**src/rtl/level_controller.sv**
```systemverilog
// Game-flow FSM: countdown timer, hit-driven level/speed progression, game enable.
// Optional bonus time on level-up is enabled by defining LEVEL_CTRL_BONUS_TIME_EN.
module level_controller #(
    parameter int unsigned TICKS_PER_SEC  = 50_000_000,
    parameter int unsigned GAME_SECONDS   = 60,
    parameter int unsigned HITS_PER_LEVEL = 5,
    parameter int unsigned LEVELS         = 4,
    parameter int unsigned BASE_SPEED     = 99_999_999,
    parameter int unsigned SPEED_STEP     = 20_000_000,
    parameter int unsigned MIN_SPEED      = 25_000_000,
    parameter int unsigned BONUS_SECONDS  = 10
) (
    input  logic        clock,
    input  logic        reset,
    input  logic        start,
    input  logic        hit,
    output logic        game,
    output logic [27:0] speed,
    output logic [2:0]  level,
    output logic [7:0]  time_left,
    output logic        game_over
);

    localparam int PW = (TICKS_PER_SEC > 1) ? $clog2(TICKS_PER_SEC) : 1;
    localparam int HW = (HITS_PER_LEVEL > 1) ? $clog2(HITS_PER_LEVEL) : 1;

`ifdef LEVEL_CTRL_BONUS_TIME_EN
    localparam bit BONUS_EN = 1'b1;
`else
    localparam bit BONUS_EN = 1'b0;
`endif

    localparam logic [1:0] S_IDLE  = 2'd0;
    localparam logic [1:0] S_PLAY  = 2'd1;
    localparam logic [1:0] S_LVLUP = 2'd2;
    localparam logic [1:0] S_OVER  = 2'd3;

    localparam logic [PW-1:0] PRESC_LAST = PW'(TICKS_PER_SEC - 1);
    localparam logic [HW-1:0] HIT_LAST   = HW'(HITS_PER_LEVEL - 1);
    localparam logic [2:0]    LVL_TOP    = 3'(LEVELS - 1);

    logic [1:0]    state_q, state_d;
    logic          start_d_q, start_d_d;
    logic [PW-1:0] presc_q, presc_d;
    logic [HW-1:0] hit_cnt_q, hit_cnt_d;
    logic [2:0]    level_q, level_d;
    logic [27:0]   speed_q, speed_d;
    logic [7:0]    time_q, time_d;
    logic          game_q, game_d;
    logic          over_q, over_d;

    logic          start_rise;
    logic          wrap;
    logic          active_q;
    logic          active_d;
    logic [2:0]    lvl_nxt;
    logic [63:0]   step_prod;
    logic [31:0]   bonus_sum;

    assign start_rise = start & ~start_d_q;
    assign wrap       = (presc_q == PRESC_LAST);
    assign lvl_nxt    = (level_q == LVL_TOP) ? level_q : level_q + 3'd1;
    assign step_prod  = 64'(lvl_nxt) * 64'(SPEED_STEP);

    always_comb begin
        state_d   = state_q;
        start_d_d = start;
        presc_d   = presc_q;
        hit_cnt_d = hit_cnt_q;
        level_d   = level_q;
        speed_d   = speed_q;
        time_d    = time_q;
        bonus_sum = 32'd0;

        case (state_q)
            S_PLAY, S_LVLUP: begin
                if (!start) begin
                    state_d = S_IDLE;
                end else begin
                    state_d = S_PLAY;
                    presc_d = wrap ? '0 : presc_q + PW'(1);
                    // Commit the level-up decided on the previous cycle
                    if (state_q == S_LVLUP && level_q != LVL_TOP) begin
                        level_d = lvl_nxt;
                        if (64'(BASE_SPEED) < step_prod + 64'(MIN_SPEED))
                            speed_d = 28'(MIN_SPEED);
                        else
                            speed_d = 28'(64'(BASE_SPEED) - step_prod);
                    end
                    if (wrap)
                        time_d = time_q - 8'd1;
                    if (wrap && time_q == 8'd1) begin
                        state_d = S_OVER;
                        time_d  = 8'd0;
                    end else if (hit) begin
                        if (hit_cnt_q == HIT_LAST) begin
                            hit_cnt_d = '0;
                            state_d   = S_LVLUP;
                            if (BONUS_EN && level_q != LVL_TOP) begin
                                bonus_sum = 32'(time_d) + BONUS_SECONDS;
                                time_d = (bonus_sum > 32'd255) ? 8'd255
                                                               : bonus_sum[7:0];
                            end
                        end else begin
                            hit_cnt_d = hit_cnt_q + HW'(1);
                        end
                    end
                end
            end
            default: begin
                if (state_q == S_OVER && !start) begin
                    state_d = S_IDLE;
                end else if (start_rise) begin
                    state_d   = S_PLAY;
                    level_d   = 3'd0;
                    speed_d   = 28'(BASE_SPEED);
                    time_d    = 8'(GAME_SECONDS);
                    presc_d   = '0;
                    hit_cnt_d = '0;
                end
            end
        endcase
    end

    // game needs a cycle in an active state before rising, but drops at once
    assign active_q = (state_q == S_PLAY) || (state_q == S_LVLUP);
    assign active_d = (state_d == S_PLAY) || (state_d == S_LVLUP);

    always_comb begin
        game_d = active_q && active_d;
        over_d = (state_d == S_OVER);
    end

    always_ff @(posedge clock) begin
        if (reset) begin
            state_q   <= S_IDLE;
            start_d_q <= 1'b0;
            presc_q   <= '0;
            hit_cnt_q <= '0;
            level_q   <= 3'd0;
            speed_q   <= 28'(BASE_SPEED);
            time_q    <= 8'(GAME_SECONDS);
            game_q    <= 1'b0;
            over_q    <= 1'b0;
        end else begin
            state_q   <= state_d;
            start_d_q <= start_d_d;
            presc_q   <= presc_d;
            hit_cnt_q <= hit_cnt_d;
            level_q   <= level_d;
            speed_q   <= speed_d;
            time_q    <= time_d;
            game_q    <= game_d;
            over_q    <= over_d;
        end
    end

    assign game      = game_q;
    assign speed     = speed_q;
    assign level     = level_q;
    assign time_left = time_q;
    assign game_over = over_q;

endmodule

```
**config.mk**
```make
export PLATFORM = sky130hd
export DESIGN_NAME = level_controller
export DESIGN_NICKNAME = d
export VERILOG_FILES = /design/src/rtl/level_controller.sv
export SDC_FILE = /design/constraint.sdc
export NUM_CORES = 1
export LEC_CHECK = 0
export CAP_MARGIN = 10
export CORE_ASPECT_RATIO = 1.5
export CORE_MARGIN = 2
export CORE_UTILIZATION = 57
export DETAILED_ROUTE_END_ITERATION = 8
export PLACE_DENSITY = 0.81
export SKIP_CTS_REPAIR_TIMING = 1
export SYNTH_ARGS = -nofsm -noshare
export SYNTH_HDL_FRONTEND = slang
export SYNTH_SLANG_ARGS = --single-unit
```
**constraint.sdc**
```tcl
create_clock -name clock -period 4.5 [get_ports clock]
set_input_delay 0.9 -clock clock [delete_from_list [all_inputs] [get_ports clock]]
set_output_delay 0.9 -clock clock [all_outputs]
set_load 0.03 [all_outputs]
```
==> run_results.csv, run 1 <==
group,metric,value,unit
status,status,"completed",
sta,hold_violations,0,
global_routing,antenna_found_initial,0,
placement,finalWeightedCongestion,0.979,
critical_path,path_class,"reg2reg",
synth,muxShareOfSynthArea,0.251,%
synth,synthAdderAreaFrac,6.46,%
synth,synth_top_family_by_area,"simple AND/OR/NAND/NOR gates",
synth,ys_seq_elements,65,
finish,antenna_cells,0,
clock_network,h-tree-depth,3,
finish,area_delta_synth_final,15.0,%
sta,setup_tns,0,ns
synth,synthFlopType,"dfxtp_1",
clock_network,cts-buffers-inserted,9,
detailed_routing,finalWirelength,10700,um
global_routing,grt_usage,29.4,%
die,io_pins,45,
synth,synthXorXnorAreaFrac,2.64,%
critical_path,critPathLaunchType,"flop",
pwr,p_leak,1.64,nW
critical_path,critical_path.max_stage_delay,0.57,ns
placement,dpl.hpwl,7460,um
detailed_routing,drt_iter0_drc,278,
sta,setup_violations,0,
worst_hold_path,whs_path_depth,2,
die,die_w,72.3,um
critical_path,reg2regPathDepth,15,
global_routing,grt_remaining_overflow,0,
finish,layout-drive-gt1-share,6.35,%
detailed_routing,firstDrtPassIters,6,
synth,synthCells,520,
synth,seq_area_frac_synth,32.6,%
sta,period_needed,4.16,ns
clock_network,clk_latency,0.35,ns
worst_hold_path,hp-class,"reg2reg",
clock_network,clock-sinks,65,
synth,synth-simple-area-share,29.3,%
sta,rsz0062_at_grt,"no",
sta,max_freq,240,MHz
synth,synth_area,0.00399,mm2
synth,yosys_warnings,0,
detailed_routing,drcViolationCount,0,
clock_network,clock-root-buffer,"clkbuf_8",
detailed_routing,via_per_inst,6.35,
detailed_routing,wire_per_inst,17.1,um
detailed_routing,antenna_left,0,
clock_network,cts.clk_slew.worst_paths,0.07,ns
critical_path,crit_top_cell,"ha_1",
sta,fin_crit_sh,92.5,%
die,dieArea,0.00769,mm2
critical_path,critPathCaptureType,"flop",
synth,async_flop_share,0,%
clock_network,cts_tree,"built",
synth,avgSynthCellArea,7.67,um2
global_routing,grt_pass1_wl,17800,um
synth,yosysUniqueCellTypes,63,
synth,synth_common_cells,"dfxtp_1, nor2_1, a21oi_1, nand2_1, o21ai_0",
die,rows,37,
synth,synth_edf_count,0,
critical_path,crit_chain,"ha_1 -> nand2b_1 -> a21oi_1 -> inv_1 -> ha_1 -> ha_1 -> inv_1 -> fa_1 -> xor2_1 -> nor2_1 -> o21ai_0 -> a211oi_2 -> and3_1 -> a211oi_1 -> a211o_1",
critical_path,arrival,4.40,ns
synth,synth-compound-area-share,21.6,%
finish,final_util,67.4,%
synth,yosysMostFrequentCell,"dfxtp_1",
sta,slew_headroom,43.6,%
die,start_util,58.6,%
critical_path,crit_path_max_fanout,12,
sta,finClkSkew,0.00898,ns
sta,finalMaxSlewViolations,0,
detailed_routing,vias,3994,
flow_run,drv_cap,0,
clock_network,clockBufferDepth,2,
synth,synth_top_area_cell,"dfxtp_1",
pwr,ir_worst_vdd,0.238,mV
global_routing,grt_max_degree,35,
critical_path,critPathSlowestCell,"dfxtp_1",
critical_path,cp.required,4.74,ns
finish,nNetsFinal,570,
sta,worst_slew_pin_slew,0.838,ns
pwr,powerDensity,282,mW/mm2
synth,netlist.area_leader.share,32.6,%
finish,fillers,570,
global_routing,grt_pass1_vias,3805,
die,core_area,0.00681,mm2
synth,ys_top_cells_by_area,"dfxtp_1, a21oi_1, ha_1",
synth,synthesis.nets,544,
pwr,power.total,0.00129,W
placement,port_buffers,43,
die,dieHeight,106,um
==> worst max-delay path, delay by kind of cell (launching register included) <==
kind                       cells  cell delay, ns
buffers and inverters          2            0.19
adders and majority gates      4            1.39
AOI/OAI and AO/OA              5            1.14
DFF                            1            0.57
and+or+nand+nor                3            0.59
xor gates and xnor gates       1            0.18
==> layout by cell type (no fill, tap or decap), types with 3 or more instances in the layout <==
master	Yosys	routed
a211oi_1	5	4
a21o_1	3	3
a21oi_1	50	50
a311oi_1	9	9
a31oi_1	8	8
and2_1	5	5
and3_1	14	14
and4_1	5	5
buf_4	11	6
clkbuf_1	16	3
clkbuf_8	1	11
clkdlybuf4s50_1	0	43
dfxtp_1	65	64
ha_1	19	19
inv_1	20	20
nand2_1	47	47
nand2b_1	9	9
nand3_1	22	22
nand3b_1	4	4
nand4_1	5	5
nand4b_1	4	4
nor2_1	61	61
nor2b_1	3	3
nor3_1	16	16
nor3b_1	6	6
nor4_1	5	5
nor4b_1	3	3
o21a_1	3	3
o21ai_0	40	40
o21ai_1	5	5
or3_1	3	3
xnor2_1	9	9
xor2_1	3	3
==> routing by layer <==
metal	global-route usage [%]	wire, um
met1	31.6	4220
met4	21.0	632
met3	6.07	525
met5	0	0
met2	49.9	5350
==> cells by family (layout without fill, tap and decap cells) <==
family	Yosys count	count (layout)
AND/OR/NAND/NOR	223	223
other	1	1
XOR/XNOR	12	12
multiplexers	1	1
buffers and inverters	54	85
flip-flops	65	65
AO/OA/AOI/OAI	144	144
adder cells (fa/ha/maj)	20	20
==> stage by stage <==
step	worst slack [ns]	hold slack, ns	std cells	area (um2)
3_3_place_gp	0.575	0.439	613	4360
5_1_grt	0.0664	0.480	629	4590
3_5_place_dp	0.399	0.446	613	4360
2_1_floorplan	0.566	0.442	520	3990
6_report	0.339	0.458	629	4590
4_1_cts	0.300	0.461	629	4580
==> sequential cells by signal, indices dropped and copies added, names as in the netlist <==
register	flops
game	1
start_d_q	1
speed	20
game_over	1
level	3
time_left	8
state_q	2
presc_q	26
hit_cnt_q	3
==> area by class of cell <==
class / count / area (um2) / area share [%]
Timing Repair Buffer: 49 / 475 / 10.4
Clock inverter: 2 / 60.1 / 1.31
Sequential cell: 65 / 1300 / 28.4
Tap cell: 78 / 97.6 / 2.13
Clock buffer: 14 / 163 / 3.55
Multi-Input combinational cell: 401 / 2410 / 52.6
Inverter: 20 / 75.1 / 1.64
==> where the power goes <==
part	internal, W	total, W	switching, W
logic	0.0000399	0.000129	0.0000894
clock network	0.000344	0.000575	0.000232
registers	0.000583	0.000590	0.00000698
total	0.000966	0.00129	0.000328
==> path summary, 6_finish.rpt <==
kind | from | endpoint | slack (ns)
min | speed[27] | speed[27] | 0.46
max | level[1] | speed[17] | 0.34
min reg2reg | speed[27] | speed[27] | 0.46
max reg2reg | level[1] | speed[17] | 0.34
Note: power is estimated with default switching activity, not from simulation.
==> run 2, diff against run 1 <==
--- a/config.mk
+++ b/config.mk
@@ -11,6 +11,7 @@
 export CORE_UTILIZATION = 57
 export DETAILED_ROUTE_END_ITERATION = 8
 export PLACE_DENSITY = 0.81
+export RECOVER_POWER = 50
 export SKIP_CTS_REPAIR_TIMING = 1
 export SYNTH_ARGS = -nofsm -noshare
 export SYNTH_HDL_FRONTEND = slang
==> run_results.csv, run 2 (same netlist as run 1, synthesis figures left out) <==
group,metric,value,unit
placement,port_buffers,43,
finish,mostFrequentLayoutCell,"dfxtp_1",
sta,fin_crit_sh,92.5,%
finish,area_delta_synth_final,14.9,%
global_routing,grt_pass1_vias,3805,
finish,fillers,572,
critical_path,crit_path_max_fanout,12,
global_routing,grt_max_degree,35,
global_routing,grt_pass1_wl,17800,um
detailed_routing,finalWirelength,10700,um
detailed_routing,antenna_left,0,
worst_hold_path,hp-class,"reg2reg",
detailed_routing,drcViolationCount,0,
sta,whs,0.453,ns
die,die_w,72.3,um
pwr,ir_worst_vdd,0.237,mV
sta,hold_violations,0,
sta,max_freq,240,MHz
detailed_routing,via_per_inst,6.36,
die,dieHeight,106,um
detailed_routing,dr_wl_met3,536,um
worst_hold_path,worstHoldEndpoint,"speed[27]",
clock_network,clockBufferDepth,2,
placement,dpl.cell_count,613,
global_routing,grt_usage,29.4,%
die,io_pins,45,
finish,largest_reg_flops,26,
die,start_util,58.6,%
critical_path,rrSetupSlack,0.34,ns
sta,setup_violations,0,
finish,final_cells,629,
critical_path,arrival,4.41,ns
sta,setup_tns,0,ns
die,rows,37,
clock_network,h-tree-depth,3,
die,core_area,0.00681,mm2
detailed_routing,vias,4003,
status,status,"completed",
finish,final_cell_mix,"dfxtp_1, nor2_1, a21oi_1",
die,dieArea,0.00769,mm2
worst_hold_path,whs_path_depth,2,
detailed_routing,firstDrtPassIters,5,
critical_path,critPathLaunchType,"flop",
finish,nNetsFinal,570,
sta,rsz0062_at_grt,"no",
critical_path,r2r-start,"level[1]",
critical_path,critPathCaptureType,"flop",
clock_network,cts.clk_slew.worst_paths,0.07,ns
clock_network,cts_tree,"built",
sta,worst_slew_pin_slew,0.980,ns
detailed_routing,wl_met1,4160,um
detailed_routing,topRoutingLayerUsed,"met4",
finish,top_register,"presc_q",
sta,slew_headroom,34.7,%
finish,antenna_cells,0,
sta,period_needed,4.16,ns
clock_network,clock-root-buffer,"clkbuf_8",
detailed_routing,drt_iter0_drc,307,
sta,finalMaxSlewViolations,0,
critical_path,path_class,"reg2reg",
finish,layout-drive-gt1-share,6.17,%
pwr,power.total,0.00129,W
placement,dpl.hpwl,7460,um
global_routing,antenna_found_initial,0,
sta,finClkSkew,0.00878,ns
pwr,p_leak,1.64,nW
clock_network,cts-buffers-inserted,9,
critical_path,reg2reg_to,"speed[17]",
worst_hold_path,worstHoldStart,"speed[27]",
flow_run,drv_cap,0,
clock_network,clock-sinks,65,
detailed_routing,met2_length,5390,um
clock_network,clk_latency,0.35,ns
critical_path,reg2regPathDepth,15,
global_routing,grt_remaining_overflow,0,
finish,multi_input_area,0.00241,mm2
pwr,powerDensity,281,mW/mm2
detailed_routing,wire_per_inst,17.1,um
finish,regArea,0.00130,mm2
placement,finalWeightedCongestion,0.979,
critical_path,cp.required,4.74,ns
==> run 2: changes by cell type in the layout (fill, tap and decap cells not counted) <==
cell / previous run / this run
clkdlybuf4s50_1: 43 / 1
buf_4: 6 / 5
clkbuf_1: 3 / 4
dlygate4sd3_1: 0 / 42
==> run 2: layout make-up <==
type | instances | share of cell area, %
clock inverter | 2 | 1.31
clock buffer | 14 | 3.55
tap | 78 | 2.13
multi-input combinational | 401 | 52.7
sequential | 65 | 28.4
timing repair buffer | 49 | 10.3
inverter | 20 | 1.64
==> run 2: how the worst max path moves through the flow <==
stage             start         to  slack [ns]  depth (start not counted)
6_report       level[1]  speed[17]        0.34                         15
5_1_grt        level[1]  speed[17]        0.07                         15
4_1_cts        level[0]  speed[17]        0.30                         15
3_5_place_dp   level[0]  speed[17]        0.40                         15
3_3_place_gp   level[0]  speed[17]        0.58                         15
2_1_floorplan  level[0]  speed[17]        0.57                         16
==> run 2: routing by layer <==
metal / vias to the layer above / GRT usage [%]
met5: - / 0
met4: 0 / 21.0
met3: 48 / 6.07
met2: 162 / 49.9
met1: 1883 / 31.6
li1: 1910 / -
==> run 2: critical path, stage by stage (launching register included) <==
cell      delay, ns
dfxtp_1        0.57
ha_1           0.39
nand2b_1       0.24
a21oi_1        0.34
inv_1          0.13
ha_1           0.39
ha_1           0.21
inv_1          0.06
fa_1           0.40
xor2_1         0.18
nor2_1         0.13
o21ai_0        0.12
a211oi_2       0.35
and3_1         0.22
a211oi_1       0.07
a211o_1        0.26
==> run 2: metrics by stage <==
stage / worst slack, ns / area (um2) / util [%]
global route: 0.0708 / 4580 / 67.3
floorplan: 0.566 / 3990 / -
detailed placement: 0.399 / 4360 / 64.0
finish: 0.336 / 4580 / 67.3
global placement: 0.575 / 4360 / 64.0
CTS: 0.300 / 4580 / 67.3
==> run 2: power breakdown <==
part | total (W) | internal (W) | leakage, nW | switching (W)
Combinational | 0.000127 | 0.0000373 | 1.00 | 0.0000893
Sequential | 0.000590 | 0.000583 | 0.526 | 0.00000669
Clock | 0.000574 | 0.000343 | 0.111 | 0.000230
